## src/rtl/si5324_cfg_sequencer.sv

```systemverilog
`default_nettype none
// ============================================================================
// Module      : si5324_cfg_sequencer
// Description : Walks the SI5324 (reg,value) table after a power-up delay and
//               issues one I2C write command per entry to the byte-level
//               master. Optional NACK retry is enabled by SI5324_CFG_RETRY_EN.
// Revision    : 1.0 - initial release
// ============================================================================
module si5324_cfg_sequencer #(
    parameter int         NUM_REGS   = 43,
    parameter logic [6:0] DEV_ADDR   = 7'h68,
    parameter int         PWRUP_CYC  = 1000,
    parameter int         MAX_RETRY  = 3,
    parameter int         AUTO_START = 1
) (
    input  logic        clk,
    input  logic        rst,
    input  logic        RECONFIG,
    output logic [7:0]  rom_idx,
    input  logic [15:0] rom_data,
    output logic        cmd_valid,
    input  logic        cmd_ready,
    output logic [6:0]  cmd_dev,
    output logic [7:0]  cmd_reg,
    output logic [7:0]  cmd_data,
    input  logic        rsp_valid,
    input  logic        rsp_nack,
    output logic        busy,
    output logic        done,
    output logic        error,
    output logic [7:0]  err_idx
);

    localparam int                 c_cnt_w    = (PWRUP_CYC > 1) ? $clog2(PWRUP_CYC) : 1;
    localparam logic [c_cnt_w-1:0] c_cnt_load = c_cnt_w'(PWRUP_CYC - 1);
    localparam logic [7:0]         c_last_idx = 8'(NUM_REGS - 1);

    localparam logic [2:0] c_st_idle  = 3'd0;
    localparam logic [2:0] c_st_pwrup = 3'd1;
    localparam logic [2:0] c_st_fetch = 3'd2;
    localparam logic [2:0] c_st_load  = 3'd3;
    localparam logic [2:0] c_st_issue = 3'd4;
    localparam logic [2:0] c_st_wait  = 3'd5;
    localparam logic [2:0] c_st_done  = 3'd6;
    localparam logic [2:0] c_st_error = 3'd7;

    logic [2:0]         r_state;
    logic [c_cnt_w-1:0] r_delay;
    logic               r_auto;
    logic [7:0]         r_rom_idx;
    logic [7:0]         r_cmd_reg;
    logic [7:0]         r_cmd_data;
    logic [7:0]         r_err_idx;
    logic               w_start;
    logic               w_retry_ok;

    // r_auto is only ever set by reset, so it acts as a one-shot start in IDLE.
    assign w_start = r_auto || RECONFIG;

`ifdef SI5324_CFG_RETRY_EN
    logic [7:0] r_retry;
    assign w_retry_ok = (r_retry < 8'(MAX_RETRY));
`else
    logic [7:0] w_unused_max_retry;
    assign w_unused_max_retry = 8'(MAX_RETRY);
    assign w_retry_ok         = 1'b0;
`endif

    always_ff @(posedge clk) begin
        if (rst) begin
            r_state    <= c_st_idle;
            r_delay    <= '0;
            r_auto     <= (AUTO_START != 0);
            r_rom_idx  <= 8'd0;
            r_cmd_reg  <= 8'd0;
            r_cmd_data <= 8'd0;
            r_err_idx  <= 8'd0;
`ifdef SI5324_CFG_RETRY_EN
            r_retry    <= 8'd0;
`endif
        end else begin
            case (r_state)
                c_st_idle, c_st_done, c_st_error: begin
                    if (w_start) begin
                        r_auto    <= 1'b0;
                        r_rom_idx <= 8'd0;
                        r_delay   <= c_cnt_load;
                        r_state   <= c_st_pwrup;
                    end
                end
                c_st_pwrup: begin
                    if (r_delay == '0) begin
                        r_state <= c_st_fetch;
                    end else begin
                        r_delay <= r_delay - 1'b1;
                    end
                end
                c_st_fetch: begin
                    r_state <= c_st_load;
                end
                c_st_load: begin
                    r_cmd_reg  <= rom_data[15:8];
                    r_cmd_data <= rom_data[7:0];
`ifdef SI5324_CFG_RETRY_EN
                    r_retry    <= 8'd0;
`endif
                    r_state    <= c_st_issue;
                end
                c_st_issue: begin
                    if (cmd_ready) begin
                        r_state <= c_st_wait;
                    end
                end
                c_st_wait: begin
                    if (rsp_valid) begin
                        if (!rsp_nack) begin
                            if (r_rom_idx == c_last_idx) begin
                                r_state <= c_st_done;
                            end else begin
                                r_rom_idx <= r_rom_idx + 8'd1;
                                r_state   <= c_st_fetch;
                            end
                        end else if (w_retry_ok) begin
`ifdef SI5324_CFG_RETRY_EN
                            r_retry <= r_retry + 8'd1;
`endif
                            r_state <= c_st_issue;
                        end else begin
                            r_err_idx <= r_rom_idx;
                            r_state   <= c_st_error;
                        end
                    end
                end
                default: begin
                    r_state <= c_st_idle;
                end
            endcase
        end
    end

    assign rom_idx   = r_rom_idx;
    assign cmd_valid = (r_state == c_st_issue);
    assign cmd_dev   = DEV_ADDR;
    assign cmd_reg   = r_cmd_reg;
    assign cmd_data  = r_cmd_data;
    assign busy      = (r_state == c_st_pwrup) || (r_state == c_st_fetch) ||
                       (r_state == c_st_load)  || (r_state == c_st_issue) ||
                       (r_state == c_st_wait);
    assign done      = (r_state == c_st_done);
    assign error     = (r_state == c_st_error);
    assign err_idx   = r_err_idx;

endmodule
`default_nettype wire
```

## config.mk

```make
export PLATFORM = sky130hd
export DESIGN_NAME = si5324_cfg_sequencer
export DESIGN_NICKNAME = d
export VERILOG_FILES = /design/src/rtl/si5324_cfg_sequencer.sv
export SDC_FILE = /design/constraint.sdc
export NUM_CORES = 1
export LEC_CHECK = 0
export BUFFER_PORTS_ARGS = -buffer_cell sky130_fd_sc_hd__buf_2
export CAP_MARGIN = 20
export CORE_MARGIN = 1
export CORE_UTILIZATION = 51
export CTS_CLUSTER_SIZE = 20
export DETAILED_ROUTE_END_ITERATION = 12
export PLACE_DENSITY = 0.84
export SYNTH_ARGS = -nofsm -noshare
export SYNTH_HDL_FRONTEND = slang
export SYNTH_SLANG_ARGS = --single-unit
```

## constraint.sdc

```tcl
create_clock -name clk -period 1.9 [get_ports clk]
set_input_delay 0.57 -clock clk [delete_from_list [all_inputs] [get_ports clk]]
set_output_delay 0.57 -clock clk [all_outputs]
set_load 0.02 [all_outputs]
```

==> out/metrics.cfg <==
[timing]
rsz0062_at_grt = yes
worst_pin_slew_ns = 0.616
setup_viol = 0
layout_setup_ws_ns = 0.0723
hold_viol = 0
min_period_ns = 1.83
finalCritPeriodShare_pct = 96.2
slew_violations = 0
slew_headroom_pct = 59.0
fin_worst_skew_ns = 0.00668
clock.fmax_ghz = 0.547

[logic_synthesis]
synth_cell_type_count = 52
synth_area_leaders = dfxtp_1 42%, nand2_1 9.3%, a21oi_1 7.5%
synth_fa_ha_area_share_pct = 1.70
synth_top_family_by_area = simple AND/OR/NAND/NOR gates
avgSynthCellArea_sq_um = 8.22
synth_edf_count = 0
synth_top_flop_cell = dfxtp_1
synth_compound_area_share_pct = 22.5
synth_seq_cells = 46
synthMuxAreaShare_pct = 1.36
synthSimpleGateAreaFrac_pct = 25.7
yosys_warnings = 0
async_flop_share_pct = 0
yosys.area.top_type_share_pct = 41.6
yosysSeqAreaShare_pct = 41.6
synth_top_area_cell = dfxtp_1
synth-xor-area-share_pct = 0.396
synthCells = 269
syn_area_sq_um = 2210

[worst_setup_path]
r2r_end = r_delay[5]
r2r-start = r_state[1]
critPathKind = reg2out
crit_fanout = 10
cp-end-kind = output port
reg2reg_depth = 6
cp_data_arrival_time_ns = 1.26
rrSetupSlack_ns = 0.07
crit_required_ns = 1.33
cp-start-kind = register

[drt]
dr.pass1.iters = 4
wirelength_um = 5400
final_antenna_net_count = 0
avgRoutedWirePerCell_um = 13.9
vias = 2192
drt_iter0_markers = 141
drc = 0
avgViaCountPerCell = 5.63

[clock_network]
cts_buffers = 5
cts.sinks = 46
cts_tree = built
path_clk_slew_ns = 0.09
cts_max_level = 2
holdBufCountCts = 0
insertion_delay_ns = 0.30
clock_path_buffers = 2
cts-root-buf = clkbuf_8

[placed_design]
dpl_worst_slack_ns = 0.0757
port-buffer-count = 57
hpwl_um = 3800
routabilityCongestion = 0.881

[cells_and_area]
largest_reg_flops = 10
utilization_pct = 67.8
final_cell_mix = 56 x buf_2, 55 x nand2_1, 42 x dfxtp_1, 33 x a21oi_1, 22 x buf_4
diodes = 0
mostFrequentLayoutCell = buf_2
num-fill-cells = 330
nets = 363
synthToLayoutAreaGrowth_pct = 25.3
drive_above_1_share_pct = 29.8
regMostFlops = r_delay

[global_route]
grt_usage_pct = 24.9
antenna_found_initial = 0
grt_pass1_vias = 1840
grt_pass1_wl_um = 8590
grt_max_degree = 36
grt_overflow_total = 0

[hold_path]
hold_path_end = cmd_data[5]
min_path_cells = 2
worstHoldStart = cmd_data[5]
worstHoldPathType = reg2reg

[outcome]
status = finished, final reports clean

[floorplanning]
die_h_um = 67.9
die_area_sq_um = 4600
fp.coreArea_sq_um = 4090
die_x_um = 67.9
start_util_pct = 54.1
rows = 23
ios = 65

[job]
maxCapViolCount = 0

[pwr]
vdd_ir_drop_max_mv = 0.480
p_leak_nw = 1.14
power_density_nw_per_um2 = 1010

==> cell type report <==
type	count	area, sq um	area share (%)
clock buffers	6	72.6	2.62
clock inverters	2	13.8	0.497
inverters	7	26.3	0.948
multi-input cells	199	1210	43.6
flip-flops and latches	46	931	33.6
well taps	50	62.6	2.26
repair buffers	79	457	16.5
==> per-stage QoR <==
step                power (mW)  cells  hold WS, ns  setup TNS [ns]  instance area (sq um)
floorplan                 1.80    274        0.440               0                   2230
global placement          2.07    377        0.438               0                   2600
detailed placement        2.10    377        0.443               0                   2600
CTS                       2.72    385        0.455               0                   2710
finish                    2.79    389        0.454               0                   2770
global route              2.96    389        0.474         -0.0495                   2770
==> where the power goes <==
part	internal, mW	total [mW]	switching (mW)
logic	0.429	0.985	0.556
registers	1.08	1.21	0.131
clock network	0.260	0.601	0.341
total	1.77	2.79	1.03
==> logic make-up after synthesis <==
family          Yosys count
compound gates           74
flops                    46
other cells               2
xor+xnor                  1
mux                       3
fa+ha+maj                 3
simple gates            111
buf+inv                  29
==> per-layer routing <==
layer	track usage, %	share of wire, %	routed length [um]	up-vias
li1	-	-	-	1090
met1	34.2	46	2480	1012
met2	38.6	47	2560	81
met3	5.00	5.5	297	9
met4	8.85	1.2	65	0
met5	0	0	0	-
==> cells in the mapped netlist, types with 2 or more instances <==
library cell / instances
inv_1: 7
a21oi_1: 33
ha_1: 3
nor3_1: 8
nand2b_1: 3
and3_1: 2
a211o_1: 2
a2111o_1: 3
nand4bb_1: 2
o211ai_1: 3
clkbuf_1: 9
o21ai_1: 2
and2_1: 2
mux2i_1: 3
o41ai_1: 3
a311oi_1: 2
nand3b_1: 2
dfxtp_1: 46
conb_1: 2
nor3b_1: 3
a211oi_1: 8
or3_1: 4
nand2_1: 55
or3b_1: 2
o31ai_1: 2
buf_4: 7
buf_2: 5
or2_1: 2
nor2_1: 6
nand4b_1: 2
nand3_1: 12
a21o_1: 2
a31oi_1: 3
==> critical path, stage by stage, from the launching register on <==
cell and delay, ns:
dfxtp_2 0.35, buf_4 0.18, nor3b_2 0.23, buf_2 0.20
==> how the worst max path moves through the flow <==
stage / startpoint / to / slack [ns]
2_1_floorplan: rom_idx[0] / rom_idx[7] / 0.16
3_3_place_gp: r_delay[2] / r_delay[6] / 0.17
3_5_place_dp: r_state[2] / r_delay[5] / 0.08
4_1_cts: r_state[1] / busy / 0.02
5_1_grt: r_delay[1] / r_delay[6] / -0.03
6_report: r_state[0] / done / 0.07
==> timing repair <==
action / CTS / global route
pin swaps: 1 / 2
endpoints found under the setup margin: 3 / 7
setup buffers: 0 / 4
gates resized for setup: 8 / 10
No activity file was read; power rests on OpenSTA's default activity.
